**src/rtl/decode_operand_stage_pkg.sv**
```systemverilog
// Shared definitions for the decode/operand stage: opcodes, forward selects,
// the ID/EX bundle layout and the per-opcode control decode.
package decode_operand_stage_pkg;

  localparam int DATA_W = 32;
  localparam int REG_W  = 5;

  localparam logic [5:0] OP_RTYPE = 6'h00;
  localparam logic [5:0] OP_LW    = 6'h23;
  localparam logic [5:0] OP_SW    = 6'h2B;
  localparam logic [5:0] OP_ADDI  = 6'h08;
  localparam logic [5:0] OP_BEQ   = 6'h04;

  // Where an operand value is taken from.
  typedef enum logic [1:0] {
    FWD_RF   = 2'd0,
    FWD_EX   = 2'd1,
    FWD_MEM  = 2'd2,
    FWD_ZERO = 2'd3
  } fwd_sel_e;

  // Registered ID/EX bundle.
  typedef struct packed {
    logic [DATA_W-1:0] rs_val;
    logic [DATA_W-1:0] rt_val;
    logic [DATA_W-1:0] imm;
    logic [DATA_W-1:0] pc;
    logic [5:0]        opcode;
    logic [5:0]        funct;
    logic [REG_W-1:0]  dest;
    logic              reg_write;
    logic              mem_read;
    logic              mem_write;
    logic              valid;
  } idex_t;

  // A bubble carries no instruction and no side effects; data fields are zeroed.
  localparam idex_t IDEX_BUBBLE = '0;

  // Control fields derived from the opcode alone.
  typedef struct packed {
    logic [REG_W-1:0] dest;
    logic             reg_write;
    logic             mem_read;
    logic             mem_write;
    logic             uses_rt;
  } ctrl_t;

  // Unknown opcodes decode to "no destination, no writes" but still travel as valid.
  function automatic ctrl_t decode_ctrl(input logic [DATA_W-1:0] instr);
    ctrl_t c;
    c = '0;
    unique case (instr[31:26])
      OP_RTYPE: begin
        c.dest      = instr[15:11];
        c.reg_write = 1'b1;
        c.uses_rt   = 1'b1;
      end
      OP_LW: begin
        c.dest      = instr[20:16];
        c.reg_write = 1'b1;
        c.mem_read  = 1'b1;
      end
      OP_ADDI: begin
        c.dest      = instr[20:16];
        c.reg_write = 1'b1;
      end
      OP_SW: begin
        c.mem_write = 1'b1;
        c.uses_rt   = 1'b1;
      end
      OP_BEQ: begin
        c.uses_rt   = 1'b1;
      end
      default: c = '0;
    endcase
    return c;
  endfunction

endpackage

```
**src/rtl/decode_operand_stage_hazard_forward_unit.sv**
```systemverilog
// Combinational forwarding-select and load-use stall logic for the ID stage.
module hazard_forward_unit
  import decode_operand_stage_pkg::*;
(
  input  logic [REG_W-1:0] rs_idx,
  input  logic [REG_W-1:0] rt_idx,
  input  logic             rs_used,
  input  logic             rt_used,
  input  logic             id_valid,
  input  logic             flush,
  input  logic             ex_valid,
  input  logic             ex_reg_write,
  input  logic             ex_mem_read,
  input  logic [REG_W-1:0] ex_dest,
  input  logic             mem_reg_write,
  input  logic [REG_W-1:0] mem_dest,
  output fwd_sel_e         rs_sel,
  output fwd_sel_e         rt_sel,
  output logic             load_use,
  output logic             stall
);

  // EX wins over MEM; a load in EX cannot forward because its data is not ready yet.
  function automatic fwd_sel_e pick_src(input logic [REG_W-1:0] src,
                                        input logic             ex_fwd_ok,
                                        input logic [REG_W-1:0] ex_d,
                                        input logic             mem_wr,
                                        input logic [REG_W-1:0] mem_d);
    fwd_sel_e sel;
    if (src == '0)                      sel = FWD_ZERO;
    else if (ex_fwd_ok && ex_d == src)  sel = FWD_EX;
    else if (mem_wr && mem_d == src)    sel = FWD_MEM;
    else                                sel = FWD_RF;
    return sel;
  endfunction

  logic ex_fwd_ok;
  logic rs_hit;
  logic rt_hit;

  // Forward selects per operand, and a one-cycle stall when a used source waits on a load in EX.
  always_comb begin
    ex_fwd_ok = ex_valid & ex_reg_write & ~ex_mem_read;
    rs_sel    = pick_src(rs_idx, ex_fwd_ok, ex_dest, mem_reg_write, mem_dest);
    rt_sel    = pick_src(rt_idx, ex_fwd_ok, ex_dest, mem_reg_write, mem_dest);
    rs_hit    = rs_used & (ex_dest == rs_idx);
    rt_hit    = rt_used & (ex_dest == rt_idx);
    load_use  = id_valid & ex_valid & ex_mem_read & (ex_dest != '0) & (rs_hit | rt_hit);
    // A taken branch kills the ID instruction, so there is nothing left to hold.
    stall     = load_use & ~flush;
  end

endmodule

```
**src/rtl/decode_operand_stage.sv**
```systemverilog
// ID stage: decode, forwarded operand selection and the ID/EX pipeline register.
module decode_operand_stage
  import decode_operand_stage_pkg::*;
(
  input  logic              clock,
  input  logic              reset,
  input  logic [DATA_W-1:0] Instr_ID,
  input  logic [DATA_W-1:0] PC_ID,
  input  logic              Valid_ID,
  input  logic              Flush,
  output logic [REG_W-1:0]  ReadReg1,
  output logic [REG_W-1:0]  ReadReg2,
  input  logic [DATA_W-1:0] ReadData1,
  input  logic [DATA_W-1:0] ReadData2,
  input  logic [DATA_W-1:0] ExResult,
  input  logic [REG_W-1:0]  MemDest,
  input  logic              MemRegWrite,
  input  logic [DATA_W-1:0] MemResult,
  output logic              Stall,
  output logic [DATA_W-1:0] RsVal_EX,
  output logic [DATA_W-1:0] RtVal_EX,
  output logic [DATA_W-1:0] Imm_EX,
  output logic [DATA_W-1:0] PC_EX,
  output logic [5:0]        Opcode_EX,
  output logic [5:0]        Funct_EX,
  output logic [REG_W-1:0]  DestReg_EX,
  output logic              RegWrite_EX,
  output logic              MemRead_EX,
  output logic              MemWrite_EX,
  output logic              Valid_EX
);

  idex_t    idex_q;
  idex_t    idex_d;
  ctrl_t    ctrl;
  fwd_sel_e rs_sel;
  fwd_sel_e rt_sel;
  logic     load_use;
  logic     hz_stall;
  logic [DATA_W-1:0] rs_val;
  logic [DATA_W-1:0] rt_val;
  logic signed [DATA_W-1:0] imm_sext;

  function automatic logic [DATA_W-1:0] operand_mux(input fwd_sel_e          sel,
                                                    input logic [DATA_W-1:0] rf_val,
                                                    input logic [DATA_W-1:0] ex_val,
                                                    input logic [DATA_W-1:0] mem_val);
    logic [DATA_W-1:0] v;
    unique case (sel)
      FWD_ZERO: v = '0;
      FWD_EX:   v = ex_val;
      FWD_MEM:  v = mem_val;
      default:  v = rf_val;
    endcase
    return v;
  endfunction

  hazard_forward_unit u_hazard (
    .rs_idx        (Instr_ID[25:21]),
    .rt_idx        (Instr_ID[20:16]),
    .rs_used       (1'b1),
    .rt_used       (ctrl.uses_rt),
    .id_valid      (Valid_ID),
    .flush         (Flush),
    .ex_valid      (idex_q.valid),
    .ex_reg_write  (idex_q.reg_write),
    .ex_mem_read   (idex_q.mem_read),
    .ex_dest       (idex_q.dest),
    .mem_reg_write (MemRegWrite),
    .mem_dest      (MemDest),
    .rs_sel        (rs_sel),
    .rt_sel        (rt_sel),
    .load_use      (load_use),
    .stall         (hz_stall)
  );

  // Decode the ID instruction and select forwarded operands.
  always_comb begin
    ReadReg1 = Instr_ID[25:21];
    ReadReg2 = Instr_ID[20:16];
    ctrl     = decode_ctrl(Instr_ID);
    imm_sext = DATA_W'(signed'(Instr_ID[15:0]));
    rs_val   = operand_mux(rs_sel, ReadData1, ExResult, MemResult);
    rt_val   = operand_mux(rt_sel, ReadData2, ExResult, MemResult);
  end

  // Build the next ID/EX bundle; killed, empty or stalled slots become bubbles.
  always_comb begin
    idex_d = IDEX_BUBBLE;
    if (Valid_ID && !Flush && !load_use) begin
      idex_d.rs_val    = rs_val;
      idex_d.rt_val    = rt_val;
      idex_d.imm       = imm_sext;
      idex_d.pc        = PC_ID;
      idex_d.opcode    = Instr_ID[31:26];
      idex_d.funct     = Instr_ID[5:0];
      idex_d.dest      = ctrl.dest;
      idex_d.reg_write = ctrl.reg_write;
      idex_d.mem_read  = ctrl.mem_read;
      idex_d.mem_write = ctrl.mem_write;
      idex_d.valid     = 1'b1;
    end
  end

  // ---- ID/EX register boundary ----
  always_ff @(posedge clock) begin
    if (reset) idex_q <= IDEX_BUBBLE;
    else       idex_q <= idex_d;
  end

  // Drive the registered bundle and the stall onto the ports.
  always_comb begin
    Stall       = hz_stall;
    RsVal_EX    = idex_q.rs_val;
    RtVal_EX    = idex_q.rt_val;
    Imm_EX      = idex_q.imm;
    PC_EX       = idex_q.pc;
    Opcode_EX   = idex_q.opcode;
    Funct_EX    = idex_q.funct;
    DestReg_EX  = idex_q.dest;
    RegWrite_EX = idex_q.reg_write;
    MemRead_EX  = idex_q.mem_read;
    MemWrite_EX = idex_q.mem_write;
    Valid_EX    = idex_q.valid;
  end

endmodule

```
**config.mk**
```make
export PLATFORM = sky130hd
export DESIGN_NAME = decode_operand_stage
export DESIGN_NICKNAME = d
export VERILOG_FILES = /design/src/rtl/decode_operand_stage_pkg.sv /design/src/rtl/decode_operand_stage_hazard_forward_unit.sv /design/src/rtl/decode_operand_stage.sv
export SDC_FILE = /design/constraint.sdc
export NUM_CORES = 1
export LEC_CHECK = 0
export BUFFER_PORTS_ARGS = -buffer_cell sky130_fd_sc_hd__buf_2
export CAP_MARGIN = 20
export CELL_PAD_IN_SITES_DETAIL_PLACEMENT = 0
export CELL_PAD_IN_SITES_GLOBAL_PLACEMENT = 1
export CORE_MARGIN = 5
export CORE_UTILIZATION = 29
export DETAILED_ROUTE_END_ITERATION = 8
export HOLD_SLACK_MARGIN = 0.15
export PLACE_DENSITY_LB_ADDON = 0.2
export REMOVE_ABC_BUFFERS = 1
export SETUP_SLACK_MARGIN = 0.2
export SLEW_MARGIN = 20
export SYNTH_ARGS = -nofsm -noshare
export SYNTH_HDL_FRONTEND = slang
export SYNTH_HIERARCHICAL = 1
export SYNTH_SLANG_ARGS = --single-unit
```
**constraint.sdc**
```tcl
create_clock -name clock -period 2.5 [get_ports clock]
set_clock_uncertainty 0.1 [all_clocks]
set_input_delay 0.125 -clock clock [delete_from_list [all_inputs] [get_ports clock]]
set_output_delay 0.125 -clock clock [all_outputs]
set_load 0.02 [all_outputs]
```
### Yosys cells after proc, flatten, opt, wreduce, memory -nomap -nowiden

Cells that the tools add are included.

| word-level totals | value |
|---|---|
| flip-flop bits (word level) | 133 |
| output and inout bits | 160 |
| word-level logic and storage cells | 65 |

| operators by class | value |
|---|---|
| equal/unequal tests | 14 |
| multiplexer cells | 13 |
| bitwise gates (word level) | 12 |
| reduce and logical (&&, ||, !) cells | 15 |

Operators by type and width:

| kind | count |
|---|---|
| $pmux 32 s3 | 2 |
| $eq 5x5->1 | 4 |
| $eq 6x6->1 const B | 2 |
| $mux 2 | 6 |
| $pmux 6 s2 | 1 |
| $logic_not 5->1 | 2 |
| $and 1x1->1 | 8 |
| $eq 2x2->1 const B | 4 |
| $eq 6x3->1 const B | 1 |
| $eq 6x4->1 const B | 1 |
| $logic_and 1x1->1 | 6 |
| $logic_not 6->1 | 1 |
| $reduce_bool 5->1 | 1 |
| $eq 2x1->1 const B | 2 |
| $mux 1 | 4 |
| $reduce_or 2->1 | 2 |
| $not 1->1 | 3 |
| $reduce_or 3->1 | 1 |
| $logic_not 1->1 | 2 |
| $or 1x1->1 | 1 |

### Depth between registers and ports, before layout

Gate-level depths: netlist of run 1.

| logic depth | value |
|---|---|
| depth in word-level cells | 10 |
| gate-level depth with buffers | 11 |
| depth with buffers taken out | 10 |

### Modules after synthesis

Netlist of run 1, hierarchy kept.

Modules (own cells, without submodules):

| module | instances | cells each | area each (µm²) |
|---|---|---|---|
| decode_operand_stage | 1 | 506 | 5008.6 |
| hazard_forward_unit | 1 | 47 | 337.8 |

### Worst setup path before layout of run 1

OpenSTA, ideal clock, no wires.

| path | value |
|---|---|
| path kind | reg-to-reg |
| start | register idex_q, in the netlist DestReg_EX[0] |
| end | register idex_q, in the netlist DestReg_EX[3] |
| arrival time | 2.223 ns |
| required time | 2.324 ns |
| slack | 0.101 ns |
| cell stages (with the launch flop) | 9 |
| buffers on the path | 1 |
| period minus slack after synthesis | 2.399 ns |
| cell sequence | dfxtp_1 > or4_2 > nor2_1 > nor3_1 > or4b_4 > clkinv_2 > buf_6 > nand3_2 > o22ai_1 |

| between the ends | value |
|---|---|
| longest elaborated chain between the ends | 8 |
| elaborated cells between the ends (all ways) | 11 |
| classes of those cells | eq/ne: 2; bitwise: 5; reduce/logical: 4 |

Ends and longest elaborated chain:

| item | RTL line | text |
|---|---|---|
| from (decl) | decode_operand_stage.sv:33 | `idex_t idex_q;` |
| from (signal assigned) | decode_operand_stage.sv:108 | `else idex_q <= idex_d;` |
| $eq 5x5->1 | decode_operand_stage_hazard_forward_unit.sv:47 | `rt_hit = rt_used & (ex_dest == rt_idx);` |
| $and 1x1->1 | decode_operand_stage_hazard_forward_unit.sv:47 |  |
| $or 1x1->1 | decode_operand_stage_hazard_forward_unit.sv:48 | `load_use = id_valid & ex_valid & ex_mem_read & (ex_dest != '0) & (rs_hit \| rt_hit);` |
| $and 1x1->1 * | decode_operand_stage_hazard_forward_unit.sv:48 |  |
| via load_use | decode_operand_stage.sv:38 | `logic load_use;` |
| $logic_not 1->1 * | decode_operand_stage.sv:90 | `if (Valid_ID && !Flush && !load_use) begin` |
| $logic_and 1x1->1 * | decode_operand_stage.sv:90 |  |
| $not 1->1 (no line) * | - |  |
| $reduce_or 2->1 (no line) * | - |  |

Mark *: on every way through the listed nets, which the timed path passes. The rest lies on a longest branch.
A chain may end at the register's enable or synchronous reset.

### Worst setup path after layout of run 1

| path | value |
|---|---|
| start | register idex_q, in the netlist DestReg_EX[3] |
| end | register idex_q, in the netlist Opcode_EX[4] |

The elaborated chain is that of the path after synthesis.

==> results of run 1 <==
cell type report:
type                    instances  area, sq um
fillers                      1567         7850
repair buffers                587         4210
multi-input cells             353         2560
flip-flops and latches        127         2550
clock buffers                  17          425
well taps                     229          287
clock inverters                15          176
inverters                       6         30.0
diodes                          1         2.50
sequential cells by signal, summed over array words and instances (netlist names):
register	flops
MemRead_EX	1
Opcode_EX	6
RsVal_EX	32
RtVal_EX	32
Imm_EX	16
Valid_EX	1
DestReg_EX	5
RegWrite_EX	1
MemWrite_EX	1
PC_EX	32
cell families (layout without fill, tap and decap cells):
family	Yosys count	in the layout	synth area share, %
AO/OA/AOI/OAI	77	77	9.85
XOR/XNOR	20	20	3.28
buffers and inverters	73	625	8.28
flip-flops	127	127	47.6
multiplexers	64	64	12.0
other	1	2	0.0701
AND/OR/NAND/NOR	191	191	19.0
metrics by stage:
stage | util (%) | hold WS, ps
5_1_grt | 56.6 | 281
3_3_place_gp | 40.4 | 224
2_1_floorplan | - | 121
3_5_place_dp | 40.4 | 228
4_1_cts | 54.5 | 196
6_report | 56.6 | 270
per-layer routing:
layer	wire, um	track usage, %	vias up
met2	11800	36.3	244
met3	1360	5.92	65
met5	0	0	-
li1	-	-	2906
met4	990	10.7	0
met1	8820	21.2	2732
what timing repair did:
item,4_1_cts,5_1_grt
cloned,0,6
gates resized for setup,5,49
setup buffers,0,2
hold endpoints to repair,127,1
pin swaps,1,12
setup endpoints to repair,108,117
hold buffers,193,1
worst min-delay path: stages:
cell and delay, ps:
buf_2 110, or4b_4 240, inv_8 50, buf_12 130
nand2_2 60, inv_1 30
cells in the final DEF, fill, tap and decap left out, types with 22 or more instances in the layout:
cell	n
buf_2	359
dlygate4sd3_1	193
dfxtp_1	124
mux2i_1	55
and2_1	50
nor2_1	38
nand2_1	38
or2_2	33
a21oi_1	31
a2bb2oi_1	28
clkbuf_16	22
cells in the mapped netlist (2+ instances only):
cell	instances	area share (%)
a21o_1	2	0.28
a21oi_1	33	3.1
a2bb2oi_1	31	5.1
and2_1	50	5.9
buf_2	13	1.2
buf_4	35	4.9
buf_6	2	0.42
clkbuf_1	13	0.91
clkbuf_2	4	0.37
dfxtp_1	127	48
inv_1	5	0.35
mux2i_1	64	12
nand2_1	40	2.8
nand2_2	2	0.23
nand3_1	7	0.66
nor2_1	39	2.7
nor2b_1	2	0.23
nor3_1	4	0.37
nor4_1	3	0.35
nor4_2	2	0.47
o21ai_0	2	0.19
o22ai_1	5	0.59
or2_2	33	3.9
xnor2_1	4	0.66
xor2_1	16	2.6
path summary, 6_finish.rpt:
path | endpoint | cells past startpoint | startpoint
setup reg to reg | Opcode_EX[4]$_SDFF_PP0_ | 10 | DestReg_EX[3]$_SDFF_PP0_
setup / recovery | Opcode_EX[4]$_SDFF_PP0_ | 10 | DestReg_EX[3]$_SDFF_PP0_
hold / removal | Imm_EX[13]$_SDFF_PP0_ | 6 | Valid_ID
hold reg to reg | Imm_EX[13]$_SDFF_PP0_ | 8 | DestReg_EX[3]$_SDFF_PP0_
where the power goes:
part / internal [mW] / switching, mW
registers: 2.08 / 0.0145
logic: 0.520 / 0.411
clock network: 1.50 / 1.03
==> flow_summary.ini, run 1 <==
[clock_tree]
cts_buffer_depth = 2
cts_max_level = 4
clockRootBuffer = clkbuf_16
clk_pin_slew_ps = 60
cts_tree = done
clkLatencyLatePin_ps = 420
cts_sinks = 127
numCtsBuffers = 17

[drt]
wl_mm = 22.9
drtAntennaViolNets = 0
dr.pass1.iters = 6
drc = 0
via_count = 5947
dr.first_iter.drc_count = 179
vias_per_cell = 4.45
wl_per_cell_um = 17.2

[floorplanning]
dieHeight_um = 146
die_area_sq_um = 21300
core_sq_um = 18100
rows = 49
num_io_pins = 362
start_util_pct = 29.6
die-width_um = 146

[synth]
synth_edf_count = 0
async_flop_share_pct = 0
seq_area_frac_synth_pct = 47.6
synth_cell_types = 40
syn_area_per_cell_sq_um = 9.67
synthFlopType = dfxtp_1
synth-seq-cells = 127
synthCells = 553
ys.warnings.count = 6
syn_area_sq_um = 5350

[critical_path]
cp_data_required_time_ps = 2760
slowest_stage = or4b_4
worstPathMaxFanout = 6
path_cells = buf_4 -> xor2_2 -> nor4_4 -> a32oi_2 -> nor3_2 -> or4b_4 -> inv_8 -> buf_4 -> clkbuf_16 -> and2_1
cp.arrival_ps = 2520
r2r_slack_ps = 250
cp-start-kind = flop
crit_family = simple AND/OR/NAND/NOR gates
critPathBufInv = 4
cp-end-kind = flop
cpMostUsedCell = buf_4
critPathMaxStageDelay_ps = 570
setup.worst_path.class = flop to flop

[pwr]
leakagePower_nw = 4.92
p_total_mw = 5.56
ir_drop_mv = 0.421
power_density_nw_per_um2 = 543

[timing]
final_max_slew_viol_count = 0
finalHoldViolations = 0
final.min_clock_period_ps = 2250
rsz0062_at_grt = yes
fin_ws_ps = 246
tightest_slew_ps = 756
max_freq_mhz = 444
setup_violations = 0
relSlewSlack_pct = 49.2
fin_setup_tns_ps = 0
min_period_over_period_pct = 90.2

[min_path]
hp-class = input port to flop

[cells_and_area]
final_cells = 1335
syn2layout_area_growth_pct = 91.4
drive_above_1_share_pct = 45.6
nNetsFinal = 1294
finalInstanceArea_sq_um = 10200

[global_routing]
grt_pass1_wl_mm = 34.0
grt_max_degree = 65
overflow = 0
antenna_found_initial = 1
grt_pass1_vias = 6379
grt_usage_pct = 20.2

[placement]
place_inst = 1100
gp_congestion = 0.766
port_buffers = 361
dpl.hpwl_mm = 14.8
place_area_sq_um = 7300
dp_slack_ps = 52.8

[run_status]
outcome = finished, final reports clean

[flow_run]
maxCapViolations = 0
(Power assumes the default switching activity.)
==> run 2: changes to the inputs <==
BUFFER_PORTS_ARGS = default   (was -buffer_cell sky130_fd_sc_hd__buf_2)
CORE_AREA = 5 5 138 140   (was default)
CORE_MARGIN = default   (was 5)
CORE_UTILIZATION = default   (was 29)
DIE_AREA = 0 0 143 145   (was default)
DONT_BUFFER_PORTS = 1   (was default)
==> flow_summary.ini, run 2 <==
[synth]
synth.area.top_cells = dfxtp_1 (48%), mux2i_1 (12%), and2_1 (5.9%)
synthCells = 553
syn_area_sq_um = 5350
synth_top_area_share_pct = 47.6
synthFlopType = dfxtp_1
ys.warnings.count = 6
synth_edf_count = 0
seq_area_frac_synth_pct = 47.6
async_flop_share_pct = 0
synth_top_area_cell = dfxtp_1
syn_area_per_cell_sq_um = 9.67
yosysMostFrequentCell = dfxtp_1
yosys-top-cells-count = dfxtp_1 (127), mux2i_1 (64), and2_1 (50)
synth_cell_types = 40
synth-seq-cells = 127

[clock_tree]
cts_max_level = 4
clockRootBuffer = clkbuf_16
cts.hold.buffers_added = 157
cts_buffer_depth = 2
cts_sinks = 127
numCtsBuffers = 17
cts-resized-gates = 17
cts_setup_buffers = 6

[floorplanning]
die-width_um = 143
start_util_pct = 30.2
num_io_pins = 362
rows = 49
dieHeight_um = 145

[placement]
port_buffers = 0
place_inst = 738
dpl.hpwl_mm = 12.3
gp_congestion = 0.810

[run_status]
haltStage = clock tree synthesis
error = [ERROR RSZ-0060] Max buffer count reached.
outcome = did not finish
[run 2: cell counts after synthesis]
Identical to the previous run, type by type.
[run 2: kinds of logic after synthesis]
logic type	Yosys count	share of synthesized area (%)
buffers and inverters	73	8.28
and+or+nand+nor	191	19.0
other	1	0.0701
muxes	64	12.0
DFF	127	47.6
xor gates and xnor gates	20	3.28
AOI/OAI and AO/OA	77	9.85
[run 2: per-stage QoR]
stage | worst slack [ps] | instance area, sq um
detailed placement | 18.1 | 5500
global placement | 53.6 | 5500
floorplan | -1800 | 4930
==> run 3: changes to the inputs <==
CELL_PAD_IN_SITES_DETAIL_PLACEMENT = default   (was 0)
CELL_PAD_IN_SITES_GLOBAL_PLACEMENT = default   (was 1)
CORE_AREA = 5 5 137 139   (was 5 5 138 140)
DIE_AREA = 0 0 142 144   (was 0 0 143 145)
HOLD_SLACK_MARGIN = default   (was 0.15)
PLACE_DENSITY_LB_ADDON = 0.15   (was 0.2)
SETUP_SLACK_MARGIN = default   (was 0.2)
==> flow_summary.ini, run 3 <==
[clock_tree]
cts.hold.buffers_added = 155
cts_sinks = 127
cts_buffer_depth = 2
cts-resized-gates = 0
clockRootBuffer = clkbuf_16
cts_max_level = 4
cts_setup_buffers = 0
numCtsBuffers = 17

[synth]
ys.warnings.count = 6
synth-seq-cells = 127
yosysMostFrequentCell = dfxtp_1
synth_cell_types = 40
yosys-top-cells-count = dfxtp_1 (127), mux2i_1 (64), and2_1 (50)
syn_area_per_cell_sq_um = 9.67
syn_area_sq_um = 5350
synth_edf_count = 0
synthCells = 553
synth_top_area_share_pct = 47.6
seq_area_frac_synth_pct = 47.6
synth_top_area_cell = dfxtp_1
async_flop_share_pct = 0
synth.area.top_cells = dfxtp_1 (48%), mux2i_1 (12%), and2_1 (5.9%)
synthFlopType = dfxtp_1

[run_status]
outcome = did not finish
error = [ERROR RSZ-0060] Max buffer count reached.
haltStage = clock tree synthesis

[placement]
place_area_sq_um = 5470
dpl.hpwl_mm = 13.2
port_buffers = 0
place_inst = 737
gp_congestion = 0.777

[floorplanning]
num_io_pins = 362
die-width_um = 142
dieHeight_um = 144
rows = 49
start_util_pct = 30.5
## run 3: cell counts after synthesis
No cell type changed its count.
## run 3: stage by stage
step	setup TNS [ps]	worst slack (ps)	util, %	hold slack (ps)
2_1_floorplan	-114240	-1800	-	121
3_5_place_dp	0	44.5	31.2	136
3_3_place_gp	0	73.2	31.2	136
## run 3: cells by family after synthesis
group           synth area share (%)
xor+xnor                        3.28
flops                           47.6
simple gates                    19.0
mux                             12.0
other cells                   0.0701
compound gates                  9.85
buf+inv                         8.28
